--- config.mk ---
export PLATFORM = sky130hd
export DESIGN_NAME = egress_frame_arbiter
export DESIGN_NICKNAME = d
export VERILOG_FILES = /design/src/rtl/egress_frame_arbiter.sv
export SDC_FILE = /design/constraint.sdc
export NUM_CORES = 1
export LEC_CHECK = 0
export BUFFER_PORTS_ARGS = -buffer_cell sky130_fd_sc_hd__clkbuf_2
export CAP_MARGIN = 0
export CORE_ASPECT_RATIO = 0.5
export CORE_MARGIN = 2
export CORE_UTILIZATION = 28
export DETAILED_ROUTE_END_ITERATION = 8
export GPL_TIMING_DRIVEN = 0
export PLACE_DENSITY_LB_ADDON = 0.08
export RECOVER_POWER = 25
export SLEW_MARGIN = 20
export SYNTH_ARGS = -nofsm -noshare
export SYNTH_HDL_FRONTEND = slang
export SYNTH_SLANG_ARGS = --single-unit
--- constraint.sdc ---
create_clock -name clk -period 4.29 [get_ports clk]
set_input_delay 0.858 -clock clk [delete_from_list [all_inputs] [get_ports clk]]
set_output_delay 0.858 -clock clk [all_outputs]
set_load 0.05 [all_outputs]
--- src/rtl/egress_frame_arbiter.sv ---
// Purpose: round-robin, frame-atomic arbiter merging four 16-bit ingress streams onto one egress stream.
// Latency: grant is registered one cycle after a request; beats then pass through combinationally.
// Backpressure: egress_port_tready passes straight to the granted port; other ports see tready = 0.
// Build option: define ARB_STATS_EN to add per-port frame counters behind an 8-bit read port.
module egress_frame_arbiter #(
  parameter int NUM_PORTS = 4
) (
  input  logic                     clk,
  input  logic                     reset,
  input  logic [16*NUM_PORTS-1:0]  ingress_port_tdata,
  input  logic [NUM_PORTS-1:0]     ingress_port_tvalid,
  input  logic [NUM_PORTS-1:0]     ingress_port_tlast,
  output logic [NUM_PORTS-1:0]     ingress_port_tready,
  output logic [15:0]              egress_port_tdata,
  output logic                     egress_port_tvalid,
  output logic                     egress_port_tlast,
  input  logic                     egress_port_tready,
  output logic [NUM_PORTS-1:0]     grant
`ifdef ARB_STATS_EN
  ,
  input  logic                     chipselect,
  input  logic                     read,
  input  logic [7:0]               address,
  output logic [7:0]               readdata
`endif
);

  typedef enum logic {IDLE, BUSY} state_t;

  state_t      state_q, state_d;
  logic [1:0]  rr_ptr_q, rr_ptr_d;
  logic [3:0]  grant_q, grant_d;
  logic [1:0]  gidx_q, gidx_d;

  logic [7:0]  vld_dbl;
  logic [3:0]  vld_rot;
  logic [1:0]  sel_off;
  logic [1:0]  sel_idx;
  logic        sel_vld;
  logic [15:0] lane_dat;
  logic        lane_vld;
  logic        lane_lst;
  logic        frame_done;

  assign grant = grant_q;

  // Rotate requests so rr_ptr sits at bit 0, then take the first requester after it.
  always_comb begin
    vld_dbl = {ingress_port_tvalid, ingress_port_tvalid} >> rr_ptr_q;
    vld_rot = vld_dbl[3:0];
    sel_vld = |vld_rot;
    casez (vld_rot)
      4'b???1: sel_off = 2'd0;
      4'b??10: sel_off = 2'd1;
      4'b?100: sel_off = 2'd2;
      4'b1000: sel_off = 2'd3;
      default: sel_off = 2'd0;
    endcase
    sel_idx  = rr_ptr_q + sel_off;
    lane_dat = ingress_port_tdata[gidx_q*16 +: 16];
    lane_vld = ingress_port_tvalid[gidx_q];
    lane_lst = ingress_port_tlast[gidx_q];
  end

  // Arbitration state, pointer and grant registers.
  always_ff @(posedge clk or posedge reset) begin
    if (reset) begin
      state_q  <= IDLE;
      rr_ptr_q <= 2'd0;
      grant_q  <= 4'b0000;
      gidx_q   <= 2'd0;
    end else begin
      state_q  <= state_d;
      rr_ptr_q <= rr_ptr_d;
      grant_q  <= grant_d;
      gidx_q   <= gidx_d;
    end
  end

  // Next-state and datapath steering: grant in IDLE, pass the owner's beats in BUSY until its tlast handshake.
  always_comb begin
    state_d             = state_q;
    rr_ptr_d            = rr_ptr_q;
    grant_d             = grant_q;
    gidx_d              = gidx_q;
    egress_port_tdata   = 16'h0000;
    egress_port_tvalid  = 1'b0;
    egress_port_tlast   = 1'b0;
    ingress_port_tready = '0;
    frame_done          = 1'b0;
    case (state_q)
      IDLE: begin
        if (sel_vld) begin
          state_d = BUSY;
          grant_d = 4'b0001 << sel_idx;
          gidx_d  = sel_idx;
        end
      end
      BUSY: begin
        egress_port_tdata   = lane_dat;
        egress_port_tvalid  = lane_vld;
        egress_port_tlast   = lane_lst;
        ingress_port_tready = grant_q & {4{egress_port_tready}};
        if (lane_vld && lane_lst && egress_port_tready) begin
          frame_done = 1'b1;
          state_d    = IDLE;
          grant_d    = 4'b0000;
          rr_ptr_d   = gidx_q + 2'd1;
        end
      end
      default: state_d = IDLE;
    endcase
  end

`ifdef ARB_STATS_EN
  logic [15:0] cnt_q [4];
  logic [7:0]  readdata_q, readdata_d;

  assign readdata = readdata_q;

  // Read mux: even address = low counter byte, odd = high byte, 8 = live grant.
  always_comb begin
    readdata_d = 8'h00;
    if (chipselect && read) begin
      if (address < 8'd8) begin
        readdata_d = address[0] ? cnt_q[address[2:1]][15:8] : cnt_q[address[2:1]][7:0];
      end else if (address == 8'd8) begin
        readdata_d = {4'b0000, grant_q};
      end
    end
  end

  // Saturating completed-frame counters and registered read data.
  always_ff @(posedge clk or posedge reset) begin
    if (reset) begin
      for (int i = 0; i < 4; i++) cnt_q[i] <= 16'h0000;
      readdata_q <= 8'h00;
    end else begin
      if (frame_done && (cnt_q[gidx_q] != 16'hFFFF)) begin
        cnt_q[gidx_q] <= cnt_q[gidx_q] + 16'd1;
      end
      readdata_q <= readdata_d;
    end
  end
`endif

endmodule

==> summary.md <==
| Metric | Value |
|---|---|
| Worst-skew pair later-pin latency | 230 ps |
| Worst R2R Path Depth | 7 |
| Area share of the largest cell type after synthesis | 34.6% |
| Placeable Area | 3960 um2 |
| RR Endpoint | grant[1] |
| Highest metal used | met4 |
| Detailed Route Iter0 Violations | 21 |
| Slew HR | 60.5% |
| R2R Setup Slk | 2110 ps |
| Drt total wl | 3420 um |
| Met2 routed WL | 1640 um |
| Vias | 1270 |
| CP max FO | 10 |
| CP arrival | 1890 ps |
| Delay of the slowest critical-path stage | 530 ps |
| Largest net degree at the start of global routing | 11 |
| Die ar. | 4750 um2 |
| RR Startpoint | rr_ptr_q[0] |
| Min-Delay Path Class | reg2reg |
| CTS Root Cell | clkbuf_8 |
| Clk sinks | 9 |
| H-tree levels | 1 |
| Post-CTS setup buffers | 0 |
| Worst EP required | 3430 ps |
| Die outline height | 49.7 um |
| Die Wd | 95.5 um |
| Initial Util | 29.5% |
| Yosys top cell by area | mux4_2 |
| Synth top area cells | mux4_2 35%, dfrtp_1 19%, and2_1 9.6%, buf_6 3.8%, and3_1 2.1% |
| Final TNS setup | 0 ps |
| Mean Syn Cell Area | 11.2 um2 |
| Post-cts sizing count | 0 |
| Static Leakage | 0.878 nW |
| Initial antenna violation count | 0 |
| Standard-cell rows | 16 |
| Synth cell types | 33 |
| Top Ports | 101 |
| DR WL/cell | 13.1 um |
| Drt drc | 0 |
| Tmin final | 2750 ps |
| Initial DRT Pass Iterations | 4 |
| Hold EP | grant[3] |
| Crit Path Class | reg2out |
| Synthesis-stage register bit count | 9 |
| Via/cell ratio | 4.87 |
| Period utilisation layout | 64.1% |
| Synthesized instance count | 105 |
| Cts hold-fix bufs | 0 |
| Post-DP HPWL | 2970 um |
| Inserted Diodes | 0 |
| # nets final | 284 |
| Area delta synth->final | 50.9% |
| Hold Crit Depth | 2 |
| Worst setup path start | gidx_q[0] |
| Final Setup Violations | 0 |
| WL met1 | 1460 um |
| Share of cells above drive strength 1 | 64.7% |
| Max_cap viols | 0 |
| Gr usage total | 15.0% |
| RSZ-0062 raised after global routing | no |
| CTS tree | built |
| HP Start | grant[3] |
| Finished Core Util | 44.6% |
| Vias in the first global route | 1235 |
| Final hold violation count | 0 |
| Final Max Slew Viols | 0 |
| Post-synthesis sequential area ratio | 19.2% |
| Clock skew | 2.28 ps |
| CTS Buffer Depth | 2 |
| Routed wl met3 | 293 um |
| Number of port buffers | 98 |
| Worst-path clk slew | 50 ps |
| CP endpoint kind | output port |
| Fmax | 364 MHz |
| Syn_nets | 181 |
| Worst Tran Pin Value | 595 ps |
| Post-route ant nets | 0 |
| Synth warnings | 0 |
| Commonest non-fill, non-tap cell in the layout | clkbuf_2 |
| Commonest cells after routing, fill and taps aside | 97 x clkbuf_2, 18 x mux4_2, 18 x and2_1 |
| GRT overflow | 0 |
| Pwr/cell area | 738 nW/um2 |
| Critical path startpoint category | register |
| First-pass GRT wire length | 5640 um |
| Crit-path slowest cell | mux4_2 |
| Crit path cell chain | buf_2 > mux4_2 > and2_1 > clkbuf_2 |
| CTS Buf Count | 3 |
| VDD IR-drop max | 0.000194 V |
| Post-synthesis cell area | 1170 um2 |
| Outcome | completed |
| RD Place Congestion | 0.686 |
==> report_power, final <==
part | total [mW] | leakage (nW) | switching [mW] | internal, mW
clock | 0.0986 | 0.0228 | 0.0338 | 0.0648
combinational | 1.06 | 0.740 | 0.679 | 0.380
sequential | 0.146 | 0.115 | 0.0297 | 0.116
total | 1.30 | 0.878 | 0.743 | 0.560
==> cell families after synthesis <==
kind of cell	synth area share, %
and+or+nand+nor	21.3
xor gates and xnor gates	2.89
AOI/OAI and AO/OA	13.2
adders and majority gates	1.07
DFF	19.2
muxes	34.6
buffers and inverters	7.69
==> how the worst max path moves through the flow <==
stage | endpoint | depth (start not counted) | slack, ps
2_1_floorplan | egress_port_tvalid | 3 | 1670
3_3_place_gp | egress_port_tvalid | 4 | 1540
3_5_place_dp | egress_port_tvalid | 4 | 1550
4_1_cts | egress_port_tdata[8] | 5 | 1500
5_1_grt | egress_port_tdata[13] | 4 | 1410
6_report | egress_port_tdata[10] | 4 | 1540
==> critical path, delay by kind of cell, from the launching register on <==
kind / cells / cell delay (ps)
buffers and inverters: 2 / 560
AND/OR/NAND/NOR: 1 / 170
flip-flops: 1 / 390
multiplexers: 1 / 530
==> area by class of cell <==
class	count	area, um2
Timing Repair Buffer	98	489
Sequential cell	9	225
Clock buffer	4	45.0
Inverter	4	15.0
Fill cell	416	2200
Tap cell	54	67.6
Buffer	11	75.1
Multi-Input combinational cell	81	850
==> cells in the mapped netlist <==
cell type   n
a21o_1      1
a311oi_1    1
a32o_1      2
a32oi_2     1
and2_1     18
and3_1      4
buf_2       3
buf_6       4
clkbuf_1    4
dfrtp_1     9
ha_1        1
inv_1       4
mux4_2     18
nand2_1     4
nand2b_1    2
nand2b_2    1
nand3_1     3
nand4_2     1
nor2_1      6
nor2_2      1
nor3_1      2
o211ai_1    2
o21a_1      1
o21ai_0     2
o21ai_1     1
o311a_2     1
o31ai_2     1
o32ai_1     1
o32ai_2     1
o41ai_2     1
or4_2       1
xnor2_1     2
xnor2_2     1
==> per-stage QoR <==
stage               std cells  cell area (um2)  hold slack (ps)  power, mW  worst slack, ps
detailed placement        257             1730              515       1.23             1550
global placement          257             1730              518       1.22             1540
floorplan                 105             1170              559       1.01             1670
CTS                       261             1770              525       1.33             1500
global route              261             1770              586       1.40             1410
finish                    261             1770              530       1.30             1540
==> metal layers <==
metal	vias up	GRT usage (%)
met5	-	0
met4	0	2.86
met3	4	3.21
met2	43	27.1
met1	614	18.5
li1	609	-
==> flip-flops by register name (all words and copies together) (netlist names) <==
signal	cells
grant	4
gidx_q	2
rr_ptr_q	2
state_q	1
No activity file was read; power rests on OpenSTA's default activity.
